===== src/rtl/alu_retry_if.sv =====
// Host-side request/response bundle for alu_retry_controller.
// The master issues ops and consumes responses; the slave is the controller.
interface alu_retry_if #(
  parameter int DATA_W    = 16,
  parameter int MAX_RETRY = 3
);
  localparam int RETRY_W = $clog2(MAX_RETRY + 1);

  logic               in_valid;
  logic               in_ready;
  logic [DATA_W-1:0]  in_a;
  logic [DATA_W-1:0]  in_b;
  logic [3:0]         in_op;

  logic               out_valid;
  logic               out_ready;
  logic [DATA_W-1:0]  out_result;
  logic               out_cout;
  logic               out_zero;
  logic               out_overflow;
  logic               out_fail;
  logic [RETRY_W-1:0] out_retries;

  modport master (
    output in_valid, in_a, in_b, in_op, out_ready,
    input  in_ready, out_valid, out_result, out_cout, out_zero, out_overflow,
           out_fail, out_retries
  );

  modport slave (
    input  in_valid, in_a, in_b, in_op, out_ready,
    output in_ready, out_valid, out_result, out_cout, out_zero, out_overflow,
           out_fail, out_retries
  );
endinterface


===== src/rtl/alu_retry_controller.sv =====
// Front-end for a fault-checked ALU: issues one op at a time, samples the
// result ALU_LAT edges later and re-issues (after a one-cycle ZERO flush)
// whenever any checker fires, up to MAX_RETRY times. Keeps fault statistics.
module alu_retry_controller #(
  parameter int DATA_W    = 16,
  parameter int ALU_LAT   = 2,
  parameter int MAX_RETRY = 3,
  parameter int CNT_W     = 16
) (
  input  logic              clk,
  input  logic              rst,
  alu_retry_if.slave        host,
  output logic [DATA_W-1:0] alu_a,
  output logic [DATA_W-1:0] alu_b,
  output logic [3:0]        alu_op,
  input  logic [DATA_W-1:0] alu_result,
  input  logic              alu_cout,
  input  logic              alu_zero,
  input  logic              alu_overflow,
  input  logic              alu_parity_err,
  input  logic              alu_residue3_err,
  input  logic              alu_residue5_err,
  input  logic              alu_carry_err,
  input  logic              alu_error,
  output logic [CNT_W-1:0]  cnt_detect,
  output logic [CNT_W-1:0]  cnt_fail,
  output logic [3:0]        err_sticky,
  input  logic              clr_stats
);
  localparam int RETRY_W = $clog2(MAX_RETRY + 1);
  localparam int WAIT_W  = $clog2(ALU_LAT + 1);
  localparam logic [3:0] OP_ZERO = 4'b1011;

  typedef enum logic [1:0] {S_IDLE, S_WAIT, S_FLUSH, S_RESP} state_t;

  state_t              state_q, state_d;
  logic [DATA_W-1:0]   alu_a_q, alu_a_d, alu_b_q, alu_b_d;
  logic [3:0]          alu_op_q, alu_op_d, op_save_q, op_save_d;
  logic [WAIT_W-1:0]   wait_cnt_q, wait_cnt_d;
  logic [RETRY_W-1:0]  retries_q, retries_d;
  logic [DATA_W-1:0]   out_result_q, out_result_d;
  logic                out_cout_q, out_cout_d, out_zero_q, out_zero_d;
  logic                out_ovf_q, out_ovf_d, out_fail_q, out_fail_d;
  logic [CNT_W-1:0]    cnt_detect_q, cnt_detect_d, cnt_fail_q, cnt_fail_d;
  logic [3:0]          err_sticky_q, err_sticky_d;

  logic err, sample, fail_evt;

  assign err    = alu_error | alu_parity_err | alu_residue3_err |
                  alu_residue5_err | alu_carry_err;
  assign sample = (state_q == S_WAIT) && (wait_cnt_q == WAIT_W'(1));

  // Next-state, datapath and statistics update
  always_comb begin
    state_d      = state_q;
    alu_a_d      = alu_a_q;
    alu_b_d      = alu_b_q;
    alu_op_d     = alu_op_q;
    op_save_d    = op_save_q;
    wait_cnt_d   = wait_cnt_q;
    retries_d    = retries_q;
    out_result_d = out_result_q;
    out_cout_d   = out_cout_q;
    out_zero_d   = out_zero_q;
    out_ovf_d    = out_ovf_q;
    out_fail_d   = out_fail_q;
    cnt_detect_d = cnt_detect_q;
    cnt_fail_d   = cnt_fail_q;
    err_sticky_d = err_sticky_q;
    fail_evt     = 1'b0;

    case (state_q)
      S_IDLE: begin
        if (host.in_valid) begin
          alu_a_d    = host.in_a;
          alu_b_d    = host.in_b;
          alu_op_d   = host.in_op;
          op_save_d  = host.in_op;
          wait_cnt_d = WAIT_W'(ALU_LAT);
          retries_d  = '0;
          state_d    = S_WAIT;
        end
      end
      S_WAIT: begin
        if (sample) begin
          out_result_d = alu_result;
          out_cout_d   = alu_cout;
          out_zero_d   = alu_zero;
          out_ovf_d    = alu_overflow;
          if (!err) begin
            out_fail_d = 1'b0;
            state_d    = S_RESP;
          end else if (retries_q < RETRY_W'(MAX_RETRY)) begin
            retries_d = retries_q + RETRY_W'(1);
            alu_op_d  = OP_ZERO;
            state_d   = S_FLUSH;
          end else begin
            out_fail_d = 1'b1;
            fail_evt   = 1'b1;
            state_d    = S_RESP;
          end
        end else begin
          wait_cnt_d = wait_cnt_q - WAIT_W'(1);
        end
      end
      S_FLUSH: begin
        // operands stayed put through the flush; only the opcode comes back
        alu_op_d   = op_save_q;
        wait_cnt_d = WAIT_W'(ALU_LAT);
        state_d    = S_WAIT;
      end
      S_RESP: begin
        if (host.out_ready) state_d = S_IDLE;
      end
      default: state_d = S_IDLE;
    endcase

    if (sample && err) begin
      if (cnt_detect_q != '1) cnt_detect_d = cnt_detect_q + CNT_W'(1);
      // alu_error has no sticky bit of its own
      err_sticky_d = err_sticky_q |
                     {alu_carry_err, alu_residue5_err, alu_residue3_err, alu_parity_err};
    end
    if (fail_evt && (cnt_fail_q != '1)) cnt_fail_d = cnt_fail_q + CNT_W'(1);

    // a clear beats any increment landing on the same edge
    if (clr_stats) begin
      cnt_detect_d = '0;
      cnt_fail_d   = '0;
      err_sticky_d = '0;
    end
  end

  // State and datapath registers, synchronous reset
  always_ff @(posedge clk) begin
    if (rst) begin
      state_q      <= S_IDLE;
      alu_a_q      <= '0;
      alu_b_q      <= '0;
      alu_op_q     <= OP_ZERO;
      op_save_q    <= OP_ZERO;
      wait_cnt_q   <= '0;
      retries_q    <= '0;
      out_result_q <= '0;
      out_cout_q   <= 1'b0;
      out_zero_q   <= 1'b0;
      out_ovf_q    <= 1'b0;
      out_fail_q   <= 1'b0;
      cnt_detect_q <= '0;
      cnt_fail_q   <= '0;
      err_sticky_q <= '0;
    end else begin
      state_q      <= state_d;
      alu_a_q      <= alu_a_d;
      alu_b_q      <= alu_b_d;
      alu_op_q     <= alu_op_d;
      op_save_q    <= op_save_d;
      wait_cnt_q   <= wait_cnt_d;
      retries_q    <= retries_d;
      out_result_q <= out_result_d;
      out_cout_q   <= out_cout_d;
      out_zero_q   <= out_zero_d;
      out_ovf_q    <= out_ovf_d;
      out_fail_q   <= out_fail_d;
      cnt_detect_q <= cnt_detect_d;
      cnt_fail_q   <= cnt_fail_d;
      err_sticky_q <= err_sticky_d;
    end
  end

  assign host.in_ready     = (state_q == S_IDLE) && !rst;
  assign host.out_valid    = (state_q == S_RESP);
  assign host.out_result   = out_result_q;
  assign host.out_cout     = out_cout_q;
  assign host.out_zero     = out_zero_q;
  assign host.out_overflow = out_ovf_q;
  assign host.out_fail     = out_fail_q;
  assign host.out_retries  = retries_q;

  assign alu_a      = alu_a_q;
  assign alu_b      = alu_b_q;
  assign alu_op     = alu_op_q;
  assign cnt_detect = cnt_detect_q;
  assign cnt_fail   = cnt_fail_q;
  assign err_sticky = err_sticky_q;
endmodule

===== src/flat_wrapper.sv =====
// flat-port wrapper written by rule: the top's interface ports become plain ports
module alu_retry_controller_flat 
#(
  parameter int DATA_W    = 16,
  parameter int ALU_LAT   = 2,
  parameter int MAX_RETRY = 3,
  parameter int CNT_W     = 16
)
  (clk, rst, alu_a, alu_b, alu_op, alu_result, alu_cout, alu_zero, alu_overflow, alu_parity_err, alu_residue3_err, alu_residue5_err, alu_carry_err, alu_error, cnt_detect, cnt_fail, err_sticky, clr_stats, host_in_valid, host_in_a, host_in_b, host_in_op, host_out_ready, host_in_ready, host_out_valid, host_out_result, host_out_cout, host_out_zero, host_out_overflow, host_out_fail, host_out_retries);
  alu_retry_if #(.DATA_W(DATA_W), .MAX_RETRY(MAX_RETRY)) host_i ();
  input  logic clk;
  input  logic rst;
  output logic [DATA_W-1:0] alu_a;
  output logic [DATA_W-1:0] alu_b;
  output logic [3:0] alu_op;
  input  logic [DATA_W-1:0] alu_result;
  input  logic alu_cout;
  input  logic alu_zero;
  input  logic alu_overflow;
  input  logic alu_parity_err;
  input  logic alu_residue3_err;
  input  logic alu_residue5_err;
  input  logic alu_carry_err;
  input  logic alu_error;
  output logic [CNT_W-1:0] cnt_detect;
  output logic [CNT_W-1:0] cnt_fail;
  output logic [3:0] err_sticky;
  input  logic clr_stats;
  input wire logic [$bits(host_i.in_valid)-1:0] host_in_valid;
  input wire logic [$bits(host_i.in_a)-1:0] host_in_a;
  input wire logic [$bits(host_i.in_b)-1:0] host_in_b;
  input wire logic [$bits(host_i.in_op)-1:0] host_in_op;
  input wire logic [$bits(host_i.out_ready)-1:0] host_out_ready;
  output wire logic [$bits(host_i.in_ready)-1:0] host_in_ready;
  output wire logic [$bits(host_i.out_valid)-1:0] host_out_valid;
  output wire logic [$bits(host_i.out_result)-1:0] host_out_result;
  output wire logic [$bits(host_i.out_cout)-1:0] host_out_cout;
  output wire logic [$bits(host_i.out_zero)-1:0] host_out_zero;
  output wire logic [$bits(host_i.out_overflow)-1:0] host_out_overflow;
  output wire logic [$bits(host_i.out_fail)-1:0] host_out_fail;
  output wire logic [$bits(host_i.out_retries)-1:0] host_out_retries;
  assign host_i.in_valid = host_in_valid;
  assign host_i.in_a = host_in_a;
  assign host_i.in_b = host_in_b;
  assign host_i.in_op = host_in_op;
  assign host_i.out_ready = host_out_ready;
  assign host_in_ready = host_i.in_ready;
  assign host_out_valid = host_i.out_valid;
  assign host_out_result = host_i.out_result;
  assign host_out_cout = host_i.out_cout;
  assign host_out_zero = host_i.out_zero;
  assign host_out_overflow = host_i.out_overflow;
  assign host_out_fail = host_i.out_fail;
  assign host_out_retries = host_i.out_retries;
  alu_retry_controller #(.DATA_W(DATA_W), .ALU_LAT(ALU_LAT), .MAX_RETRY(MAX_RETRY), .CNT_W(CNT_W)) u_core (.clk(clk), .rst(rst), .host(host_i), .alu_a(alu_a), .alu_b(alu_b), .alu_op(alu_op), .alu_result(alu_result), .alu_cout(alu_cout), .alu_zero(alu_zero), .alu_overflow(alu_overflow), .alu_parity_err(alu_parity_err), .alu_residue3_err(alu_residue3_err), .alu_residue5_err(alu_residue5_err), .alu_carry_err(alu_carry_err), .alu_error(alu_error), .cnt_detect(cnt_detect), .cnt_fail(cnt_fail), .err_sticky(err_sticky), .clr_stats(clr_stats));
endmodule

===== config.mk =====
export PLATFORM = sky130hd
export DESIGN_NAME = alu_retry_controller_flat
export DESIGN_NICKNAME = d
export VERILOG_FILES = /design/src/rtl/alu_retry_if.sv /design/src/rtl/alu_retry_controller.sv /design/src/flat_wrapper.sv
export SDC_FILE = /design/constraint.sdc
export NUM_CORES = 1
export LEC_CHECK = 0
export CORE_ASPECT_RATIO = 0.7
export CORE_MARGIN = 3
export CORE_UTILIZATION = 45
export DETAILED_ROUTE_END_ITERATION = 16
export PLACE_DENSITY = 0.87
export SETUP_SLACK_MARGIN = 0.2
export SLEW_MARGIN = 20
export SYNTH_ARGS = -nofsm -noshare
export SYNTH_HDL_FRONTEND = slang
export SYNTH_SLANG_ARGS = --single-unit

===== constraint.sdc =====
create_clock -name clk -period 2.3 [get_ports clk]
set_clock_uncertainty 0.1 [all_clocks]
set_input_delay 0.23 -clock clk [delete_from_list [all_inputs] [get_ports clk]]
set_output_delay 0.23 -clock clk [all_outputs]
set_load 0.01 [all_outputs]

* Word level (Yosys, flattened, before mapping)
Index checks and enable logic that the tools add are counted.
** Storage, ports and cells
- Memories :: 0
- Bits of input ports :: 65
- Bits in latches :: 0
- Memory bits (writable) :: 0
- Memory bits (read-only) :: 0
- Logic and storage cells :: 80
- Flip-flop bits (word level) :: 102
** Cells by class
- Muxes and demuxes :: 25
- Bitwise logic cells :: 5
- Eq/ne operators :: 13
- Shift-type cells :: 0
- $mul :: 0
- $add $sub $neg :: 4
- $lt $le $gt $ge :: 1
- Reduce and logical (&&, ||, !) cells :: 17
- Divide/modulo/power cells :: 0
** Operator list (number)
- adder 16 x 1 -> 16 bit, second input constant :: 2
- != test 16 bit, second input constant :: 2
- 2-to-1 mux 2 bit :: 10
- 2-to-1 mux 4 bit :: 4
- case mux 4 bit (3 select lines) :: 1
- != test 2 bit, second input constant :: 5
- AND reduction 5 bit :: 2
- AND reduction 3 bit :: 3
- case mux 2 bit (4 select lines) :: 1
- 2-to-1 mux 1 bit :: 7
- case mux 2 bit (3 select lines) :: 1
- AND reduction 2 bit :: 3
- == test 2 x 1 -> 1 bit, second input constant :: 2
- == test 2 bit, second input constant :: 2
- logical AND 1 bit :: 4
- != test 2 x 1 -> 1 bit, second input constant :: 2
- OR 1 bit :: 4
- OR 4 bit :: 1
- case mux 2 bit (2 select lines) :: 1
- nonzero test 3 bit :: 1
- adder 2 x 1 -> 2 bit, second input constant :: 1
- zero test 2 bit :: 1
- < comparator 2 bit, second input constant :: 1
- nonzero test 2 bit :: 1
- 3 further kinds :: 3

* Logic depth before layout (Yosys ltp)
Gate-level depths: netlist of the first run.
- Depth after elaboration :: 8
- Depth in mapped cells :: 9

* Least setup slack after synthesis of the first run
No wires, ideal clock.
- Path kind :: reg2reg
- Start point :: register u_core.state_q[1]
- End point :: register u_core.cnt_detect_q[9] (netlist: u_core.cnt_detect[9])
- Data required time :: 2.129 ns
- Setup time :: 0.071 ns
- Arrival time :: 1.732 ns
- Cell stages (with the launch flop) :: 9
- Setup slack :: 0.398 ns
- Cells stage by stage :: dfxtp_1 inv_1 ha_1 buf_4 nand2_1 a211o_1 buf_2 or4_1 a21oi_1
** On the way
- Word-level cells in the longest chain between the ends :: 4
** RTL lines
- from (decl) :: RTL line alu_retry_controller.sv:36 : state_t state_q, state_d;
- from (signal assigned) :: RTL line alu_retry_controller.sv:153 : state_q <= state_d;
- == test 2 x 1 -> 1 bit :: RTL line alu_retry_controller.sv:51 : assign sample = (state_q == S_WAIT) && (wait_cnt_q == WAIT_W'(1));
- logical AND 1 bit :: RTL line alu_retry_controller.sv:51
- logical AND 1 bit :: RTL line alu_retry_controller.sv:118 : if (sample && err) begin
- AND reduction 2 bit (no line)
- to (signal assigned) :: RTL line alu_retry_controller.sv:165 : cnt_detect_q <= cnt_detect_d;
- to (decl) :: RTL line alu_retry_controller.sv:44 : logic [CNT_W-1:0] cnt_detect_q, cnt_detect_d, cnt_fail_q, cnt_fail_d;
Every way passes these cells.
A chain may end at the register's enable or synchronous reset.

* Worst setup path after layout of the first run
- Start point :: register u_core.cnt_fail_q[0] (netlist: u_core.cnt_fail[0])
- End point :: register u_core.cnt_fail_q[14] (netlist: u_core.cnt_fail[14])
** On the way
- Word-level cells in the longest chain between the ends :: 2
** RTL lines
- from (decl) :: RTL line alu_retry_controller.sv:44
- from (signal assigned) :: RTL line alu_retry_controller.sv:166 : cnt_fail_q <= cnt_fail_d;
- parallel branches: the longest is 2 deep, another holds adder 16 x 1 -> 16 bit
Parallel ways; which one is timed is not known.

==> metrics.cfg, run 1 <==
[run_status]
status=finished clean

[pwr]
power_frac_seq_pct=42.5
ir_worst_vdd_v=0.000618
swShare_pct=29.2
power.switching_w=0.00142
p_clk_share_pct=30.8
cell_internal_pwr_w=0.00346
pwr-share-comb_pct=26.7
p_per_area_nw_per_um2=752
p_leak_nw=2.23

[clock_network]
ctsHtreeMaxLevel=3
clkLatencyLatePin_ps=340
cts_tree=yes
cts_max_path_buffers=2
clock_sinks=102
cts_hold_buf=0
path_clk_slew_ps=70
cts_made_buffers=9
cts_root_buf=clkbuf_16

[layout]
multiInputGateArea_sq_um=2240
layout_common_cells=158 x clkdlybuf4s50_1, 128 x nand2_1, 101 x dfxtp_1, 89 x a21oi_1
antenna_cells=0
final_common_cell=clkdlybuf4s50_1
final-seq-area_sq_um=2040
fill_cells=748
syn2layout_area_growth_pct=45.6
fin_util_pct=69.3
final_layout_size_suffix_gt1_share_pct=7.07
nets=762

[synthesis]
avgSynthCellArea_sq_um=8.26
synth_top_cell_by_area=dfxtp_1
ys.flop_type=dfxtp_1
synth-edff-count=0
synth_cell_types=49
syn_nets=613
synth_top_area_share_pct=45.8
synth_area_leaders=dfxtp_1 46%, nand2_1 11%, a21oi_1 10%
netlist_area_sq_um=4450
ys_ff_latch=102
syn_inst=539
async_reset_ff_share_pct=0
ys_warn_count=0
ys_seq_area_share_pct=45.8

[worst_setup_path]
crit_path_max_fanout=8
critPathLaunchType=flip-flop
crit_required_ps=2470
setup.worst_path.end_class=flip-flop
crit_arrival_ps=2190
path_class=flip-flop to flip-flop

[die]
ios=161
die_x_um=125
initial_utilization_pct=47.6
die_h_um=89.2
fp-row-count=29
die-area_sq_um=11100
core_area_sq_um=9360

[timing]
drv_slew=0
rsz0062_at_grt=false
period_minus_slack_ps=2020
setup_viol=0
fmax_mhz=495
timing.setup.tns_ps=0
hold_violations=0
period_share_pct=87.9
slew_headroom_pct=54.7
worst_pin_slew_ps=679

[job]
max-cap-violations=0

[global_route]
grt_use_total_pct=22.1
grt.overflow.total=0
grt_use_met2_pct=37.1
use_met1_pct=28.4
gr-usage-met3_pct=5.37
grt_pass1_vias=4162
grt_antenna_before_repair=0
busiest_layer=met2
grt_max_degree=68
grt_pass1_wl_um=20200

[route]
vias=4514
post_drt_wl_per_cell_um=16.0
post-route-drc-count=0
firstDrtPassIters=5
ant_nets=0
wl_um=13100
drt_iter0_markers=357
via_per_inst=5.53

[placed_design]
routabilityCongestion=0.861
numPortBuffers=160
hpwlAfterDp_um=9340

[worst_hold_path]
hp-class=primary input to flip-flop

==> through the flow <==
step / setup WS [ps] / hold WS (ps) / std cells / power (W) / area [sq um]
after floorplan: 398 / 254 / 539 / 0.00279 / 4450
after global placement: 82.2 / 341 / 798 / 0.00334 / 6130
after detailed placement: 40.8 / 346 / 798 / 0.00340 / 6130
after CTS: 237 / 139 / 814 / 0.00491 / 6440
after global routing: 195 / 158 / 817 / 0.00516 / 6490
final: 278 / 139 / 817 / 0.00488 / 6490
==> layout make-up <==
| class | instances | area share (%) |
|---|---|---|
| inverter | 7 | 0.405 |
| clock buffer | 10 | 3.68 |
| clock inverter | 6 | 0.945 |
| multi-input combinational | 393 | 34.6 |
| tap | 124 | 2.39 |
| sequential | 102 | 31.5 |
| timing repair buffer | 175 | 26.5 |
==> worst max-delay path: stages, from the launching register on <==
cell and delay, ps:
dfxtp_1 430, ha_1 250, and3_2 260, o211ai_1 240, or4_1 530, a21oi_1 140
==> power by group through the flow <==
stage	logic [W]	clock network [W]	registers, W
finish	0.00130	0.00150	0.00207
global placement	0.00125	0	0.00209
detailed placement	0.00129	0	0.00210
floorplan	0.000637	0	0.00215
global route	0.00144	0.00162	0.00210
CTS	0.00130	0.00154	0.00207
==> cells by family (layout without fill, tap and decap cells) <==
group / Yosys count / count (layout) / synth area share, %
multiplexers: 5 / 5 / 1.15
buffers and inverters: 44 / 198 / 4.58
adder cells (fa/ha/maj): 9 / 9 / 2.53
AO/OA/AOI/OAI: 147 / 147 / 20.0
AND/OR/NAND/NOR: 232 / 232 / 25.9
flip-flops: 102 / 102 / 45.8
==> worst paths after layout <==
path | from | to | slack, ps | cells past startpoint
min reg2reg | u_core.host.out_result[3] | u_core.host.out_result[3] | 350 | 2
max reg2reg | u_core.cnt_fail[0] | u_core.cnt_fail[14] | 280 | 5
max | u_core.cnt_fail[0] | u_core.cnt_fail[14] | 280 | 5
min | rst | u_core.cnt_fail[15] | 140 | 3
==> metal layers <==
layer / up-vias / share of wire, %
met1: 2098 / 44
met4: 0 / 1.9
met2: 164 / 48
li1: 2229 / -
met5: - / 0
met3: 23 / 5.8
==> cell usage after synthesis, types with 5 or more instances <==
cell type	instances
inv_1	7
nand4_1	11
nand3_1	14
nor2b_1	5
nand2_1	129
a21oi_1	89
clkbuf_1	22
o31ai_1	18
dfxtp_1	102
or4_1	18
and2_1	5
nor4_1	5
ha_1	9
or3_1	8
and4_1	6
nor2_1	13
buf_1	5
o21ai_0	8
==> registers in the layout, summed over array words and instances (netlist names), 4 cells and up <==
register	flops
u_core.alu_a	16
u_core.op_save_q	4
u_core.alu_op	4
u_core.cnt_detect	16
u_core.cnt_fail	16
u_core.alu_b	16
u_core.err_sticky	4
u_core.host.out_result	16
==> repair_timing <==
| action | in CTS | in global routing |
|---|---|---|
| buffers inserted | 0 | 3 |
| pin swaps | 0 | 1 |
| hold endpoints to repair | 0 | 0 |
| setup endpoints to repair | 2 | 25 |
| gates resized for setup | 2 | 9 |
No activity file was read; power rests on OpenSTA's default activity.
==> run 2, diff against run 1 <==
- CORE_UTILIZATION: 45 -> 48
- PLACE_DENSITY: 0.87 -> 0.91
- clock period: 2.3 -> 2.5 ns (I/O delays scaled with it)
==> metrics.cfg, run 2 (synthesis results as in run 1) <==
[route]
firstDrtPassIters=5  ; unchanged
drt_iter0_markers=360  ; was 357
post-route-drc-count=0  ; unchanged
wl_um=12800  ; was 13100 um
ant_nets=0  ; unchanged
vias=4546  ; was 4514
via_per_inst=5.64  ; was 5.53
post_drt_wl_per_cell_um=15.9  ; was 16.0 um

[pwr]
p_clk_share_pct=32.6  ; was 30.8%
p_leak_nw=2.19  ; was 2.23 nW
ir_worst_vdd_v=0.000491  ; was 0.000618 V
p_total_w=0.00460  ; was 0.00488 W
swShare_pct=28.2  ; was 29.2%
pwr-share-comb_pct=26.0  ; was 26.7%
p_per_area_nw_per_um2=716  ; was 752 nW/um^2
power.switching_w=0.00130  ; was 0.00142 W
power_frac_seq_pct=41.5  ; was 42.5%
cell_internal_pwr_w=0.00330  ; was 0.00346 W

[clock_network]
cts_tree=yes  ; unchanged
clkLatencyLatePin_ps=330  ; was 340 ps
postCtsSetupBuffers=0  ; unchanged
cts-resized-gates=0  ; was 2
cts_hold_buf=0  ; unchanged
path_clk_slew_ps=60  ; was 70 ps
cts_max_path_buffers=2  ; unchanged
clock_sinks=102  ; unchanged
cts_made_buffers=9  ; unchanged
ctsHtreeMaxLevel=3  ; unchanged
cts_root_buf=clkbuf_16  ; unchanged

[worst_setup_path]
crit_required_ps=2150  ; was 2470 ps
path_class=flip-flop to output pin  ; was flip-flop to flip-flop
critPathLaunchType=flip-flop  ; unchanged
crit_arrival_ps=1800  ; was 2190 ps
setup.worst_path.end_class=output pin  ; was flip-flop
crit_path_max_fanout=5  ; was 8

[global_route]
grt.overflow.total=0  ; unchanged
grt_max_degree=52  ; was 68
grt_pass1_wl_um=20500  ; was 20200 um
grt_pass1_vias=4204  ; was 4162
grt_use_total_pct=24.1  ; was 22.1%
grt_antenna_before_repair=0  ; unchanged

[timing]
fmax_mhz=464
setup_viol=0  ; unchanged
rsz0062_at_grt=false  ; unchanged
timing.setup.tns_ps=0  ; unchanged
period_minus_slack_ps=2150
period_share_pct=86.2
drv_slew=0  ; unchanged
hold_violations=0  ; unchanged
worst_pin_slew_ps=671  ; was 679 ps
slew_headroom_pct=55.1  ; was 54.7%

[run_status]
status=finished clean  ; unchanged

[placed_design]
routabilityCongestion=0.896  ; was 0.861
hpwlAfterDp_um=9350  ; was 9340 um
numPortBuffers=160  ; unchanged

[job]
max-cap-violations=0  ; unchanged

[layout]
syn2layout_area_growth_pct=44.0  ; was 45.6%
final_layout_size_suffix_gt1_share_pct=4.81  ; was 7.07%
nets=756  ; was 762
fill_cells=650  ; was 748
final_common_cell=clkdlybuf4s50_1  ; unchanged
antenna_cells=0  ; unchanged
layout_common_cells=159 x clkdlybuf4s50_1, 129 x nand2_1, 102 x dfxtp_1, 89 x a21oi_1  ; was 158 x clkdlybuf4s50_1, 128 x nand2_1, 101 x dfxtp_1, 89 x a21oi_1

[die]
die-area_sq_um=10500  ; was 11100 sq um
initial_utilization_pct=51.1  ; was 47.6%
die_x_um=121  ; was 125 um
die_h_um=86.6  ; was 89.2 um
fp-row-count=28  ; was 29
ios=161  ; unchanged
core_area_sq_um=8720  ; was 9360 sq um

[worst_hold_path]
hp-class=primary input to flip-flop  ; unchanged

## run 2: changes by cell type in the layout (fill, tap and decap cells not counted), moves of 2 or more
cell      change
buf_4         -5
clkinv_2      -3
ha_1          +3
ha_2          -2
## run 2: final cells by class
cell class	count	area (sq um)	area share, %
Multi-Input combinational cell	393	2210	34.4
Sequential cell	102	2040	31.8
Timing Repair Buffer	169	1660	25.9
Clock buffer	12	256	4.00
Tap cell	120	150	2.34
Clock inverter	3	67.6	1.05
Inverter	7	26.3	0.410
## run 2: power groups by stage
stage	clock (W)	sequential (W)	combinational (W)
after floorplan	0	0.00198	0.000586
after global placement	0	0.00193	0.00114
after detailed placement	0	0.00194	0.00119
after CTS	0.00151	0.00190	0.00120
after global routing	0.00159	0.00192	0.00131
final	0.00150	0.00191	0.00119
## run 2: final timing paths
path | startpoint | slack, ps | cells past startpoint | to
worst min-delay path | rst | 210 | 2 | u_core.state_q[1]
worst min register to register | u_core.alu_b[10] | 350 | 2 | u_core.alu_b[10]
worst max-delay path | u_core.state_q[0] | 350 | 4 | host_in_ready
worst max register to register | u_core.cnt_detect[0] | 420 | 6 | u_core.cnt_detect[11]
## run 2: metrics by stage
step / utilization [%] / hold WS, ps / setup WS (ps) / std cells / cell area (sq um)
global route: 73.5 / 241 / 236 / 806 / 6410
global placement: 69.8 / 341 / 238 / 791 / 6090
finish: 73.5 / 210 / 346 / 806 / 6410
floorplan: - / 274 / 598 / 539 / 4450
CTS: 73.5 / 205 / 333 / 806 / 6410
detailed placement: 69.8 / 347 / 148 / 791 / 6090
## run 2: layer usage
layer	vias to the layer above	GRT usage [%]	wire, um
li1	2223	-	-
met5	-	0	0
met1	2146	31.3	5580
met2	158	40.0	6100
met4	0	5.49	222
met3	19	7.18	904
## run 2: critical path, stage by stage (launching register included)
cell and delay [ps]:
dfxtp_1 370, inv_1 100, ha_1 250, nor2b_1 180, clkdlybuf4s50_1 570
==> run 3, diff against run 2 <==
- CORE_UTILIZATION: 48 -> 45
- PLACE_DENSITY: 0.91 -> 0.87
- clock period: 2.5 -> 2 ns (I/O delays scaled with it)
==> metrics.cfg, run 3 (synthesis results as in run 1) <==
[route]
via_per_inst=5.51  ; was 5.64
wl_um=13700  ; was 12800 um
drt_iter0_markers=427  ; was 360
firstDrtPassIters=5  ; unchanged
post_drt_wl_per_cell_um=16.1  ; was 15.9 um
post-route-drc-count=0  ; unchanged
ant_nets=0  ; unchanged
vias=4662  ; was 4546

[timing]
rsz0062_at_grt=true  ; was false
setup_viol=0  ; unchanged
period_minus_slack_ps=1850
drv_slew=0  ; unchanged
slew_headroom_pct=65.0  ; was 55.1%
worst_pin_slew_ps=525  ; was 671 ps
hold_violations=0  ; unchanged
hold_ws_ps=120  ; was 210 ps
period_share_pct=92.5
fmax_mhz=541

[placed_design]
hpwlAfterDp_um=9660  ; was 9350 um
numPortBuffers=160  ; unchanged
routabilityCongestion=0.899  ; was 0.896

[worst_setup_path]
cp_top_family=simple AND/OR/NAND/NOR gates  ; was buffers and inverters
worstPathCellList=inv_2 > ha_4 > nor2b_1 > o21ai_4 > buf_6 > or4bb_1 > a31oi_1  ; was inv_1 > ha_1 > nor2b_1 > clkdlybuf4s50_1
crit_path_max_fanout=6  ; was 5
cp.depth=7  ; was 4
crit_buf_inv=2  ; unchanged
crit_required_ps=2160  ; was 2150 ps
slowest_delay_ps=460  ; was 570 ps
timing.rr.start=u_core.wait_cnt_q[1]  ; was u_core.cnt_detect[0]
endpoint=u_core.host.out_retries[0]  ; was host_in_ready
cp_slowest_cell=or4bb_1  ; was clkdlybuf4s50_1
critPathLaunchType=flip-flop  ; unchanged
crit_arrival_ps=2010  ; was 1800 ps
setup.worst_path.end_class=flip-flop  ; was output pin
rr_endpoint=u_core.host.out_retries[0]  ; was u_core.cnt_detect[11]
rr_worst_depth=7  ; was 6
crit_start=u_core.wait_cnt_q[1]  ; was u_core.state_q[0]
reg2reg_slack_ps=150  ; was 420 ps
path_class=flip-flop to flip-flop  ; was flip-flop to output pin

[die]
fp-row-count=29  ; was 28
die_x_um=125  ; was 121 um
ios=161  ; unchanged
core_area_sq_um=9360  ; was 8720 sq um
die_h_um=89.2  ; was 86.6 um
die-area_sq_um=11100  ; was 10500 sq um
initial_utilization_pct=47.6  ; was 51.1%

[clock_network]
path_clk_slew_ps=70  ; was 60 ps
cts_max_path_buffers=2  ; unchanged
cts_made_buffers=9  ; unchanged
clkLatencyLatePin_ps=340  ; was 330 ps
clock_sinks=102  ; unchanged
cts_root_buf=clkbuf_16  ; unchanged
cts_tree=yes  ; unchanged
ctsHtreeMaxLevel=3  ; unchanged

[global_route]
grt_max_degree=50  ; was 52
grt_pass1_wl_um=21300  ; was 20500 um
grt_use_total_pct=23.1  ; was 24.1%
grt_pass1_vias=4433  ; was 4204
grt.overflow.total=0  ; unchanged
grt_antenna_before_repair=0  ; unchanged

[pwr]
p_total_w=0.00563  ; was 0.00460 W
p_per_area_nw_per_um2=826  ; was 716 nW/um^2
swShare_pct=30.6  ; was 28.2%
p_clk_share_pct=28.7  ; was 32.6%
pwr-share-comb_pct=28.9  ; was 26.0%
power_frac_seq_pct=42.4  ; was 41.5%
p_leak_nw=2.36  ; was 2.19 nW
ir_worst_vdd_v=0.000602  ; was 0.000491 V
power.switching_w=0.00172  ; was 0.00130 W
cell_internal_pwr_w=0.00391  ; was 0.00330 W

[layout]
fill_cells=701  ; was 650
layout_common_cells=156 x clkdlybuf4s50_1, 129 x nand2_1, 92 x dfxtp_1, 85 x a21oi_1, 40 x buf_4  ; was 159 x clkdlybuf4s50_1, 129 x nand2_1, 102 x dfxtp_1, 89 x a21oi_1
final_common_cell=clkdlybuf4s50_1  ; unchanged
antenna_cells=0  ; unchanged
nets=791  ; was 756
final_layout_size_suffix_gt1_share_pct=14.0  ; was 4.81%
syn2layout_area_growth_pct=52.9  ; was 44.0%

[run_status]
status=finished clean  ; unchanged

[worst_hold_path]
hp-class=primary input to flip-flop  ; unchanged

[job]
max-cap-violations=0  ; unchanged

run 3: cell count changes in the layout (fill, tap and decap cells not counted), moves of 4 or more:
cell | before | now
ha_4 | 0 | 5
dfxtp_1 | 102 | 92
a21oi_2 | 0 | 4
or4_1 | 18 | 14
a21oi_1 | 89 | 85
dfxtp_4 | 0 | 5
or4_4 | 1 | 5
buf_4 | 9 | 40
dfxtp_2 | 0 | 5
ha_1 | 9 | 4
run 3: how the worst min path moves through the flow:
stage                                end  slack, ps  cells after the start                       from
6_report             u_core.cnt_fail[15]        120                      3                        rst
3_5_place_dp             u_core.alu_a[9]        350                      2            u_core.alu_a[9]
2_1_floorplan        u_core.op_save_q[0]        220                      2              host_in_op[0]
3_3_place_gp   u_core.host.out_result[4]        340                      2  u_core.host.out_result[4]
4_1_cts              u_core.cnt_fail[15]        120                      3                        rst
5_1_grt              u_core.cnt_fail[15]        150                      3                        rst
run 3: power by group through the flow:
stage / registers (W) / clock network, W / logic [W]
floorplan: 0.00248 / 0 / 0.000742
global placement: 0.00240 / 0 / 0.00150
detailed placement: 0.00241 / 0 / 0.00157
CTS: 0.00238 / 0.00165 / 0.00160
global route: 0.00241 / 0.00173 / 0.00178
finish: 0.00239 / 0.00162 / 0.00163
run 3: layer usage:
metal / wire, um / track usage (%) / vias to the layer above / part of all wire, %
met5: 0 / 0 / - / 0
met4: 187 / 6.00 / 0 / 1.4
met3: 1050 / 6.99 / 19 / 7.7
met2: 6560 / 39.5 / 178 / 48
met1: 5850 / 29.2 / 2173 / 43
li1: - / - / 2292 / -
run 3: metrics by stage:
stage | utilization (%) | setup WS (ps) | TNS (ps) | area (sq um) | std cells
after floorplan | - | 137 | 0 | 4480 | 539
after global placement | 67.4 | -88.5 | -680 | 6310 | 818
after detailed placement | 67.4 | -110 | -1470 | 6310 | 818
after CTS | 71.7 | 164 | 0 | 6710 | 840
after global routing | 72.8 | 109 | 0 | 6810 | 846
final | 72.8 | 150 | 0 | 6810 | 846
run 3: timing repair:
| action | 4_1_cts | 5_1_grt |
|---|---|---|
| endpoints found under the setup margin | 34 | 27 |
| gates resized for setup | 27 | 18 |
| pin swaps | 10 | 14 |
| hold buffers | 0 | 0 |
| buffers inserted | 5 | 6 |
| hold endpoints to repair | 0 | 0 |
| cloned | 1 | 0 |
run 3: cell type report:
cell class	count	area [sq um]	area share, %
Multi-Input combinational cell	394	2350	34.4
Sequential cell	102	2070	30.3
Timing Repair Buffer	203	1940	28.5
Clock buffer	10	229	3.36
Tap cell	124	155	2.28
Clock inverter	6	45.0	0.661
Inverter	7	26.3	0.386
run 3: worst reg2reg max path: stages, from the launching register on:
cell	delay [ps]
dfxtp_1	310
inv_2	70
ha_4	170
nor2b_1	240
o21ai_4	110
buf_6	140
or4bb_1	460
a31oi_1	170
